File: src/rtl/ac_pkg.sv
// Shared definitions for the AXI-Stream output packer: pixel format and the
// lane / byte-enable width helpers used to size the packed output word.
package ac_pkg;

    // RGB888: three bytes per pixel
    localparam int BYTES_PER_PIX = 3;

    // Bits carried by one lane (one input packet)
    function automatic int lane_bits(input int pix_width, input int pkt_pix);
        return pix_width * pkt_pix;
    endfunction

    // Byte enables belonging to one lane
    function automatic int lane_keep_bits(input int pix_width, input int pkt_pix);
        return lane_bits(pix_width, pkt_pix) / 8;
    endfunction

    // Index width for a lane counter; never narrower than one bit
    function automatic int idx_bits(input int n);
        return (n > 1) ? $clog2(n) : 1;
    endfunction

endpackage

File: src/rtl/ac_outpack_fifo.sv
// Generic synchronous FIFO. Extra pointer MSB distinguishes full from empty.
// not_full is a flop computed from the next occupancy so that a pop while
// full shows up as free space one cycle later and never combinationally.
module ac_outpack_fifo #(
    parameter int WIDTH = 8,
    parameter int DEPTH = 16
) (
    input  logic             clk,
    input  logic             rst_n,
    input  logic             push,
    input  logic [WIDTH-1:0] wdata,
    input  logic             pop,
    output logic [WIDTH-1:0] rdata,
    output logic             empty,
    output logic             not_full
);

    localparam int AW = $clog2(DEPTH);
    localparam logic [AW:0] PTR_ONE  = (AW + 1)'(1);
    localparam logic [AW:0] FULL_CNT = (AW + 1)'(DEPTH);

    logic [AW:0]      wr_ptr_q, wr_ptr_d;
    logic [AW:0]      rd_ptr_q, rd_ptr_d;
    logic [AW:0]      count_d;
    logic             not_full_q, not_full_d;
    logic             push_ok_s, pop_ok_s;
    logic [WIDTH-1:0] mem_q [DEPTH];

    // Next pointers and next-cycle space availability
    always_comb begin
        push_ok_s = push & not_full_q;
        pop_ok_s  = pop & (wr_ptr_q != rd_ptr_q);
        wr_ptr_d  = wr_ptr_q;
        rd_ptr_d  = rd_ptr_q;
        if (push_ok_s) begin
            wr_ptr_d = wr_ptr_q + PTR_ONE;
        end else begin
            wr_ptr_d = wr_ptr_q;
        end
        if (pop_ok_s) begin
            rd_ptr_d = rd_ptr_q + PTR_ONE;
        end else begin
            rd_ptr_d = rd_ptr_q;
        end
        count_d    = wr_ptr_d - rd_ptr_d;
        not_full_d = (count_d != FULL_CNT);
    end

    // Pointer and flag registers
    always_ff @(posedge clk or negedge rst_n) begin
        if (!rst_n) begin
            wr_ptr_q   <= '0;
            rd_ptr_q   <= '0;
            not_full_q <= 1'b0;
        end else begin
            wr_ptr_q   <= wr_ptr_d;
            rd_ptr_q   <= rd_ptr_d;
            not_full_q <= not_full_d;
        end
    end

    // Storage array; contents are don't-care until written
    always_ff @(posedge clk) begin
        if (push_ok_s) begin
            mem_q[wr_ptr_q[AW-1:0]] <= wdata;
        end
    end

    assign rdata    = mem_q[rd_ptr_q[AW-1:0]];
    assign empty    = (wr_ptr_q == rd_ptr_q);
    assign not_full = not_full_q;

endmodule

File: src/rtl/ac_outpack.sv
// Packs the UPSP packet stream into N_PARALLEL-lane AXI-Stream words.
// Lanes fill in arrival order from the LSBs; a row end flushes a partial
// word with zeroed, byte-disabled upper lanes. tlast marks row ends, tuser
// the first word of each frame, and frame_done follows the final tlast.
module ac_outpack
    import ac_pkg::*;
#(
    parameter int PIX_WIDTH      = BYTES_PER_PIX * 8,
    parameter int PKT_PIX        = 1,
    parameter int N_PARALLEL     = 2,
    parameter int DST_IMG_WIDTH  = 4096,
    parameter int DST_IMG_HEIGHT = 2160,
    parameter int FIFO_DEPTH     = 16
) (
    input  logic                                  clk,
    input  logic                                  rst_n,
    input  logic                                  in_valid,
    output logic                                  in_ready,
    input  logic [PKT_PIX*PIX_WIDTH-1:0]          in_data,
    output logic [N_PARALLEL*PKT_PIX*PIX_WIDTH-1:0] m_tdata,
    output logic [N_PARALLEL*PKT_PIX*PIX_WIDTH/8-1:0] m_tkeep,
    output logic                                  m_tvalid,
    input  logic                                  m_tready,
    output logic                                  m_tlast,
    output logic                                  m_tuser,
    output logic                                  frame_done
);

    localparam int LANE_W  = lane_bits(PIX_WIDTH, PKT_PIX);
    localparam int LANE_KW = lane_keep_bits(PIX_WIDTH, PKT_PIX);
    localparam int WORD_W  = LANE_W * N_PARALLEL;
    localparam int KEEP_W  = LANE_KW * N_PARALLEL;
    localparam int FIFO_W  = WORD_W + KEEP_W + 2;
    localparam int LIDX_W  = idx_bits(N_PARALLEL);
    localparam int COL_W   = $clog2(DST_IMG_WIDTH + 1);
    localparam int ROW_W   = $clog2(DST_IMG_HEIGHT + 1);

    localparam logic [COL_W-1:0]  COL_STEP       = COL_W'(PKT_PIX);
    localparam logic [COL_W-1:0]  COL_END        = COL_W'(DST_IMG_WIDTH);
    localparam logic [COL_W-1:0]  COL_FIRST_WORD = COL_W'(N_PARALLEL * PKT_PIX);
    localparam logic [ROW_W-1:0]  ROW_LAST       = ROW_W'(DST_IMG_HEIGHT - 1);
    localparam logic [ROW_W-1:0]  ROW_ONE        = ROW_W'(1);
    localparam logic [LIDX_W-1:0] LANE_LAST      = LIDX_W'(N_PARALLEL - 1);
    localparam logic [LIDX_W-1:0] LANE_ONE       = LIDX_W'(1);

    logic [WORD_W-1:0] pack_q, pack_d;
    logic [LIDX_W-1:0] lane_q, lane_d;
    logic [COL_W-1:0]  col_q, col_d;
    logic [ROW_W-1:0]  row_q, row_d;
    logic [ROW_W-1:0]  out_row_q, out_row_d;
    logic              frame_done_q, frame_done_d;

    logic              accept_s, row_end_s, word_push_s, user_s, pop_s;
    logic [WORD_W-1:0] word_s;
    logic [KEEP_W-1:0] keep_s;
    logic [FIFO_W-1:0] fifo_wdata_s, fifo_rdata_s;
    logic              fifo_empty_s, fifo_not_full_s;

    assign in_ready = fifo_not_full_s;
    assign accept_s = in_valid & fifo_not_full_s;

    // Merge the incoming packet into its lane and build the byte enables
    always_comb begin
        word_s = pack_q;
        keep_s = '0;
        for (int i = 0; i < N_PARALLEL; i++) begin
            if (LIDX_W'(i) == lane_q) begin
                word_s[i*LANE_W +: LANE_W] = in_data;
            end else begin
                word_s[i*LANE_W +: LANE_W] = pack_q[i*LANE_W +: LANE_W];
            end
            if (LIDX_W'(i) <= lane_q) begin
                keep_s[i*LANE_KW +: LANE_KW] = '1;
            end else begin
                keep_s[i*LANE_KW +: LANE_KW] = '0;
            end
        end
        row_end_s    = ((col_q + COL_STEP) == COL_END);
        word_push_s  = accept_s & ((lane_q == LANE_LAST) | row_end_s);
        user_s       = (row_q == '0) & (col_q < COL_FIRST_WORD);
        fifo_wdata_s = {word_s, keep_s, row_end_s, user_s};
    end

    // Lane index, pack register and pixel position advance on each accept
    always_comb begin
        pack_d = pack_q;
        lane_d = lane_q;
        col_d  = col_q;
        row_d  = row_q;
        if (accept_s) begin
            if (word_push_s) begin
                pack_d = '0;
                lane_d = '0;
            end else begin
                pack_d = word_s;
                lane_d = lane_q + LANE_ONE;
            end
            if (row_end_s) begin
                col_d = '0;
                if (row_q == ROW_LAST) begin
                    row_d = '0;
                end else begin
                    row_d = row_q + ROW_ONE;
                end
            end else begin
                col_d = col_q + COL_STEP;
                row_d = row_q;
            end
        end else begin
            pack_d = pack_q;
            lane_d = lane_q;
        end
    end

    // Output side: present the FIFO head, zero while nothing is valid
    always_comb begin
        m_tvalid = ~fifo_empty_s;
        pop_s    = ~fifo_empty_s & m_tready;
        if (fifo_empty_s) begin
            {m_tdata, m_tkeep, m_tlast, m_tuser} = '0;
        end else begin
            {m_tdata, m_tkeep, m_tlast, m_tuser} = fifo_rdata_s;
        end
    end

    // Track rows leaving the block to flag the frame's final handshake
    always_comb begin
        out_row_d    = out_row_q;
        frame_done_d = 1'b0;
        if (pop_s && m_tlast) begin
            if (out_row_q == ROW_LAST) begin
                out_row_d    = '0;
                frame_done_d = 1'b1;
            end else begin
                out_row_d    = out_row_q + ROW_ONE;
                frame_done_d = 1'b0;
            end
        end else begin
            out_row_d    = out_row_q;
            frame_done_d = 1'b0;
        end
    end

    // State registers; reset drops any partially packed word
    always_ff @(posedge clk or negedge rst_n) begin
        if (!rst_n) begin
            pack_q       <= '0;
            lane_q       <= '0;
            col_q        <= '0;
            row_q        <= '0;
            out_row_q    <= '0;
            frame_done_q <= 1'b0;
        end else begin
            pack_q       <= pack_d;
            lane_q       <= lane_d;
            col_q        <= col_d;
            row_q        <= row_d;
            out_row_q    <= out_row_d;
            frame_done_q <= frame_done_d;
        end
    end

    assign frame_done = frame_done_q;

    ac_outpack_fifo #(
        .WIDTH (FIFO_W),
        .DEPTH (FIFO_DEPTH)
    ) u_fifo (
        .clk      (clk),
        .rst_n    (rst_n),
        .push     (word_push_s),
        .wdata    (fifo_wdata_s),
        .pop      (pop_s),
        .rdata    (fifo_rdata_s),
        .empty    (fifo_empty_s),
        .not_full (fifo_not_full_s)
    );

endmodule

File: config.mk
export PLATFORM = sky130hd
export DESIGN_NAME = ac_outpack
export DESIGN_NICKNAME = d
export VERILOG_FILES = /design/src/rtl/ac_pkg.sv /design/src/rtl/ac_outpack_fifo.sv /design/src/rtl/ac_outpack.sv
export SDC_FILE = /design/constraint.sdc
export NUM_CORES = 1
export LEC_CHECK = 0
export ABC_AREA = 0
export BUFFER_PORTS_ARGS = -buffer_cell sky130_fd_sc_hd__buf_2
export CORE_ASPECT_RATIO = 0.6
export CORE_MARGIN = 3
export CORE_UTILIZATION = 55
export DETAILED_ROUTE_END_ITERATION = 7
export PLACE_DENSITY = 0.71
export SLEW_MARGIN = 40
export SYNTH_ARGS = -nofsm -noshare
export SYNTH_HDL_FRONTEND = slang
export SYNTH_SLANG_ARGS = --single-unit
File: constraint.sdc
create_clock -name clk -period 10.2 [get_ports clk]
set_clock_uncertainty 0.2 [all_clocks]
set_input_delay 1.02 -clock clk [delete_from_list [all_inputs] [get_ports clk]]
set_output_delay 1.02 -clock clk [all_outputs]
set_load 0.05 [all_outputs]
Word-level counts from Yosys, hierarchy flattened
Memories as Yosys holds them, arrays and structs flattened.
Index checks and enable logic that the tools add are counted.
Cells by class
  mux-type cells: 19
  eq/ne operators: 6
  bitwise operators: 8
  $add $sub $neg: 7
  magnitude comparators: 3
  reduce and logical (&&, ||, !) cells: 3
Operators with widths (number)
  two-way mux 48 bit: 2
  two-way mux 24 bit: 2
  adder 12 x 1 -> 12 bit (second input constant): 2
  == test 12 bit (second input constant): 2
  two-way mux 12 bit: 2
  adder 13 x 1 -> 13 bit (second input constant): 1
  == test 13 bit (second input constant): 1
  < comparator 13 x 2 -> 1 bit (second input constant): 1
  two-way mux 13 bit: 1
  logical NOT 12 bit: 1
  adder 5 x 1 -> 5 bit (second input constant): 2
  two-way mux 5 bit: 2
  two-way mux 1 bit: 7
  AND 1 bit: 6
  two-way mux 3 bit: 2
  two-way mux 6 bit: 1
  == test 5 bit: 1
  != test 5 bit: 1
  != test 5 bit (second input constant): 1
  subtractor 5 bit: 1
  less-or-equal comparator 1 bit (first input constant): 2
  AND reduction 2 bit: 1
  adder 1 bit (second input constant): 1
  logical AND 1 bit: 1
  other kinds (2): 2
Storage, ports and cells
  output and inout bits: 59
  logic and storage cells: 56
  RAM bits: 896
  bits in registers: 98
  memories kept: 1
  input port bits: 28
Memories
  u_fifo.mem_q: words 16, bits a word 56, read ports 1, clocked after memory_dff 0, write ports 1, line ac_outpack_fifo.sv:27  | logic [WIDTH-1:0] mem_q [DEPTH];

Depth between registers and ports, before layout
  depth after elaboration: 8
  gate-level depth with buffers: 21

Cells and area by module
From an unflattened synthesis, not the netlist that was laid out.
Second synthesis, totals
  cells, all modules: 1840
  area, all modules: 39435.3 um2
By module, submodules not included
  ac_outpack_fifo: cells each 1331, area an instance 34403.0 um2, instances 1, sequential area each 27181.1 um2
  ac_outpack: cells each 509, area an instance 5032.3 um2, instances 1, sequential area each 2177.1 um2

Least setup slack after synthesis
Ideal clock, no wire load.
  path kind: register to register
  start point: register col_q[1]
  end point: memory u_fifo.mem_q[0][0] (netlist bit), enable pin
  arrival time: 6.144 ns
  stages on the path, launching flop included: 13
  path buffers: 3
  clock period less this slack: 6.867 ns
  path slack: 3.333 ns
  library setup time: 0.523 ns
  cells stage by stage: dfrtp_1 ha_1 nand4_4 or4b_1 a221oi_2 and4_1 buf_4 nand2_1 clkbuf_1 nand2_1 buf_2 nand2_1 nor3_1
Between the ends
  longest elaborated chain between the ends: 7
Ends and longest elaborated chain
  from (decl): line ac_outpack.sv:48  | logic [COL_W-1:0] col_q, col_d;
  from (signal assigned): line ac_outpack.sv:156  | col_q <= col_d;
  adder 13 x 1 -> 13 bit: line ac_outpack.sv:78  | row_end_s = ((col_q + COL_STEP) == COL_END);
  == test 13 bit: line ac_outpack.sv:78
  named net fifo_wdata_s[1]: line ac_outpack.sv:56  | logic [FIFO_W-1:0] fifo_wdata_s, fifo_rdata_s;
  OR 1 bit: line ac_outpack.sv:79  | word_push_s = accept_s & ((lane_q == LANE_LAST) | row_end_s);
  AND 1 bit: line ac_outpack.sv:79
  AND 1 bit: line ac_outpack_fifo.sv:31  | push_ok_s = push & not_full_q;
  two-way mux 1 bit: line ac_outpack_fifo.sv:64  | if (push_ok_s) begin
  two-way mux 1 bit (implied by the code): line ac_outpack_fifo.sv:65  | mem_q[wr_ptr_q[AW-1:0]] <= wdata;
  to (decl): line ac_outpack_fifo.sv:27
The timed path passes the listed nets, and every way through them passes these cells.

Final worst setup path
  start point: register u_fifo.rd_ptr_q[0]
  end point: output port m_tdata[21]
Between the ends
  longest elaborated chain between the ends: 2
  elaborated cells between the ends (all ways): 3
  classes of those cells: 1 x eq/ne; 1 x mux; 1 x memory
Ends and longest elaborated chain
  from (decl): line ac_outpack_fifo.sv:23  | logic [AW:0] rd_ptr_q, rd_ptr_d;
  from (signal assigned): line ac_outpack_fifo.sv:57  | rd_ptr_q <= rd_ptr_d;
  memory read (16 x 56 bit) or == test 5 bit (tied branches)
  two-way mux 48 bit (*): line ac_outpack.sv:119  | if (fifo_empty_s) begin
  to (decl): line ac_outpack.sv:20  | output logic [N_PARALLEL*PKT_PIX*PIX_WIDTH-1:0] m_tdata,
Mark *: on every way between the ends. The rest lies on a longest branch, timed or not.

==> results.toml <==
[worst_setup_path]
r2r_cells = 11
crit_slowest_cell = "dfrtp_4"
cp_top_family = "buffers and inverters"
worst_setup_path_end_kind = "output port"
cp_common_cell = "mux4_2"
reg2reg_slack_ns = 5.18
r2r_end = "u_fifo.mem_q[10][20]"
cp-start-kind = "register"
cp_data_required_time_ns = 8.98
max_stage_delay_ns = 0.84
cp.depth = 7
crit_fanout = 65
worstReg2RegStart = "col_q[0]"
path_class = "register to output port"
worstPathCellList = "buf_12 > buf_16 > buf_6 > mux4_2 > mux4_2 > and2_1 > buf_2"
critical_path_buf_inv_count = 4
arrival_ns = 4.54

[power]
cellLeakagePower_nw = 13.42
p_switching_w = 0.004113
switching_share = 0.3451
p_clk_frac = 0.248
power_frac_seq = 0.400
intPower_w = 0.007807
ir_drop_v = 0.0003487
p_comb_frac = 0.351
power_density_nw_per_um2 = 296.3
total_power_w = 0.01192

[drt]
drt_first_pass_iters = 5
routedWlPerCell_um = 29.59
viasPerCell = 6.354
antenna_left = 0
drc = 0
routed_wirelength_mm = 81.14
first_iter_violations = 2122
via_count = 17420

[clocking]
root_buffer = "clkbuf_16"
cts_repair_resize_count = 0
post_cts_buffers = 0
cts_hold_buf = 0
cts_buffers = 81
clock_sinks = 914
htreeDepth = 3
clkLatencyLatePin_ns = 0.62
cts_tree = "built"
cts_buffer_depth = 3
clkTransAtPathRegs_ns = 0.06

[sta]
fmax_mhz = 173.7
rsz0062_at_grt = "no"
hold_slack_ns = 0.1646
post-route-period-util = 0.5643
max-slew-margin-rel = 0.4140
worst_pin_slew_ns = 0.8769
tns_ns = 0
setup_viol = 0
post-route-min-period_ns = 5.756
hold_viol = 0
finalMaxSlewViolations = 0

[yosys]
netlist_instances = 1722
yosysWarnings = 0
synth_edf_count = 816
yosysTopAreaCellShare = 0.6796
ys_seq_elements = 914
syn-cell-area_um2 = 36060
synth-async-reset-ratio = 0.1072
yosysMostFrequentCell = "edfxtp_1"
ys.flop_type = "edfxtp_1"
ys_seq_area_frac = 0.7476
syn_nets = 1763
synth_area_leaders = "edfxtp_1, mux4_2, dfrtp_1, mux2_2, and2_1"
synth.distinct_cells = 42
synth.avg_cell_area_um2 = 20.94
synth_largest_area_cell = "edfxtp_1"
synthTopCellsByCount = "edfxtp_1, mux4_2, dfrtp_1"

[final_layout]
utilization = 0.6219
multiInputGateArea_um2 = 8771
final_layout_size_suffix_gt1_frac = 0.3004
antenna_cells = 0
seqCellArea_um2 = 26970
fillers = 4415
area_growth_pct = 11.57
nNetsFinal = 1870

[grt]
grt_pass1_wl_mm = 119.9
grt_max_degree = 88
grt_pass1_vias = 17710
antenna_found_initial = 0
grt.overflow.total = 0
grtUsageTotal = 0.2438

[floorplanning]
die_x_um = 336.6
core_area_um2 = 64680
rows = 72
dieHeight_um = 204.3
ios = 87
start_util = 0.5575
die_area_um2 = 68770

[place]
gp_congestion = 0.8063
dp_hpwl_mm = 42.96
io_buffers = 86

[worst_hold_path]
holdCritPathClass = "input pin to asynchronous set/reset pin"

[job]
max-cap-violations = 0

[status]
status = "finished, final reports clean"
[worst max-delay path by stage]
stage	startpoint	endpoint	slack [ns]
global route	u_fifo.rd_ptr_q[0]	m_tdata[21]	4.13
global placement	u_fifo.rd_ptr_q[0]	m_tdata[21]	4.88
finish	u_fifo.rd_ptr_q[0]	m_tdata[21]	4.44
CTS	u_fifo.rd_ptr_q[0]	m_tdata[21]	4.44
floorplan	col_q[1]	u_fifo.mem_q[0][0]	3.33
detailed placement	in_valid	u_fifo.mem_q[10][21]	4.77
[layout by cell type (no fill, tap or decap), types with 26 or more instances in the layout]
master     instances
nor2_1            74
nand2_1           39
xnor2_1           26
and3_1            30
clkbuf_16         84
mux4_2           254
mux2_2            51
nor3_1            30
edfxtp_1         816
dfrtp_1           93
buf_2             85
and2_1            55
[per-stage QoR]
| stage | setup WS, ns | area (um^2) | cells |
|---|---|---|---|
| finish | 4.444 | 40230 | 2742 |
| global route | 4.131 | 40230 | 2742 |
| CTS | 4.445 | 40170 | 2740 |
| detailed placement | 4.770 | 37620 | 2595 |
| global placement | 4.877 | 37540 | 2594 |
| floorplan | 3.333 | 36060 | 1722 |
[worst reg2reg max path, delay by kind of cell, from the launching register on]
kind / cells / cell delay (ns)
simple gates: 7 / 2.32
buf+inv: 2 / 1.03
flops: 1 / 0.45
compound gates: 1 / 0.31
fa+ha+maj: 1 / 0.30
[per-layer routing]
| metal | share of wire | GRT usage | vias to the layer above |
|---|---|---|---|
| li1 | - | - | 7193 |
| met1 | 0.44 | 0.3801 | 9307 |
| met2 | 0.46 | 0.3563 | 831 |
| met3 | 0.088 | 0.05563 | 91 |
| met4 | 0.018 | 0.05762 | 0 |
| met5 | 0 | 0 | - |
[cells by family after synthesis]
kind of cell / synth area share
DFF: 0.7476
muxes: 0.1757
and+or+nand+nor: 0.04272
buffers and inverters: 0.01246
xor gates and xnor gates: 0.01249
AOI/OAI and AO/OA: 0.004546
adders and majority gates: 0.004511
[flip-flops by register name, summed over array words and instances (netlist names)]
| register | cells |
|---|---|
| col_q | 13 |
| frame_done | 1 |
| lane_q | 1 |
| out_row_q | 12 |
| pack_q | 48 |
| row_q | 12 |
| u_fifo.mem_q | 816 |
| u_fifo.not_full | 1 |
| u_fifo.rd_ptr_q | 5 |
| u_fifo.wr_ptr_q | 5 |
[power by group through the flow]
stage / clock [W] / sequential (W) / combinational (W)
floorplan: 0 / 0.00469 / 0.00322
finish: 0.00296 / 0.00477 / 0.00419
detailed placement: 0 / 0.00485 / 0.00421
CTS: 0.00302 / 0.00478 / 0.00423
global placement: 0 / 0.00484 / 0.00414
global route: 0.00318 / 0.00480 / 0.00444
[final cells by class]
cell class | instances | share of cell area
clock inverter | 31 | 0.006625
inverter | 17 | 0.001586
clock buffer | 114 | 0.05679
timing repair buffer | 120 | 0.02003
multi-input combinational | 695 | 0.2180
sequential | 914 | 0.6705
tap | 851 | 0.02647
Power figures use the tool's default switching activity.
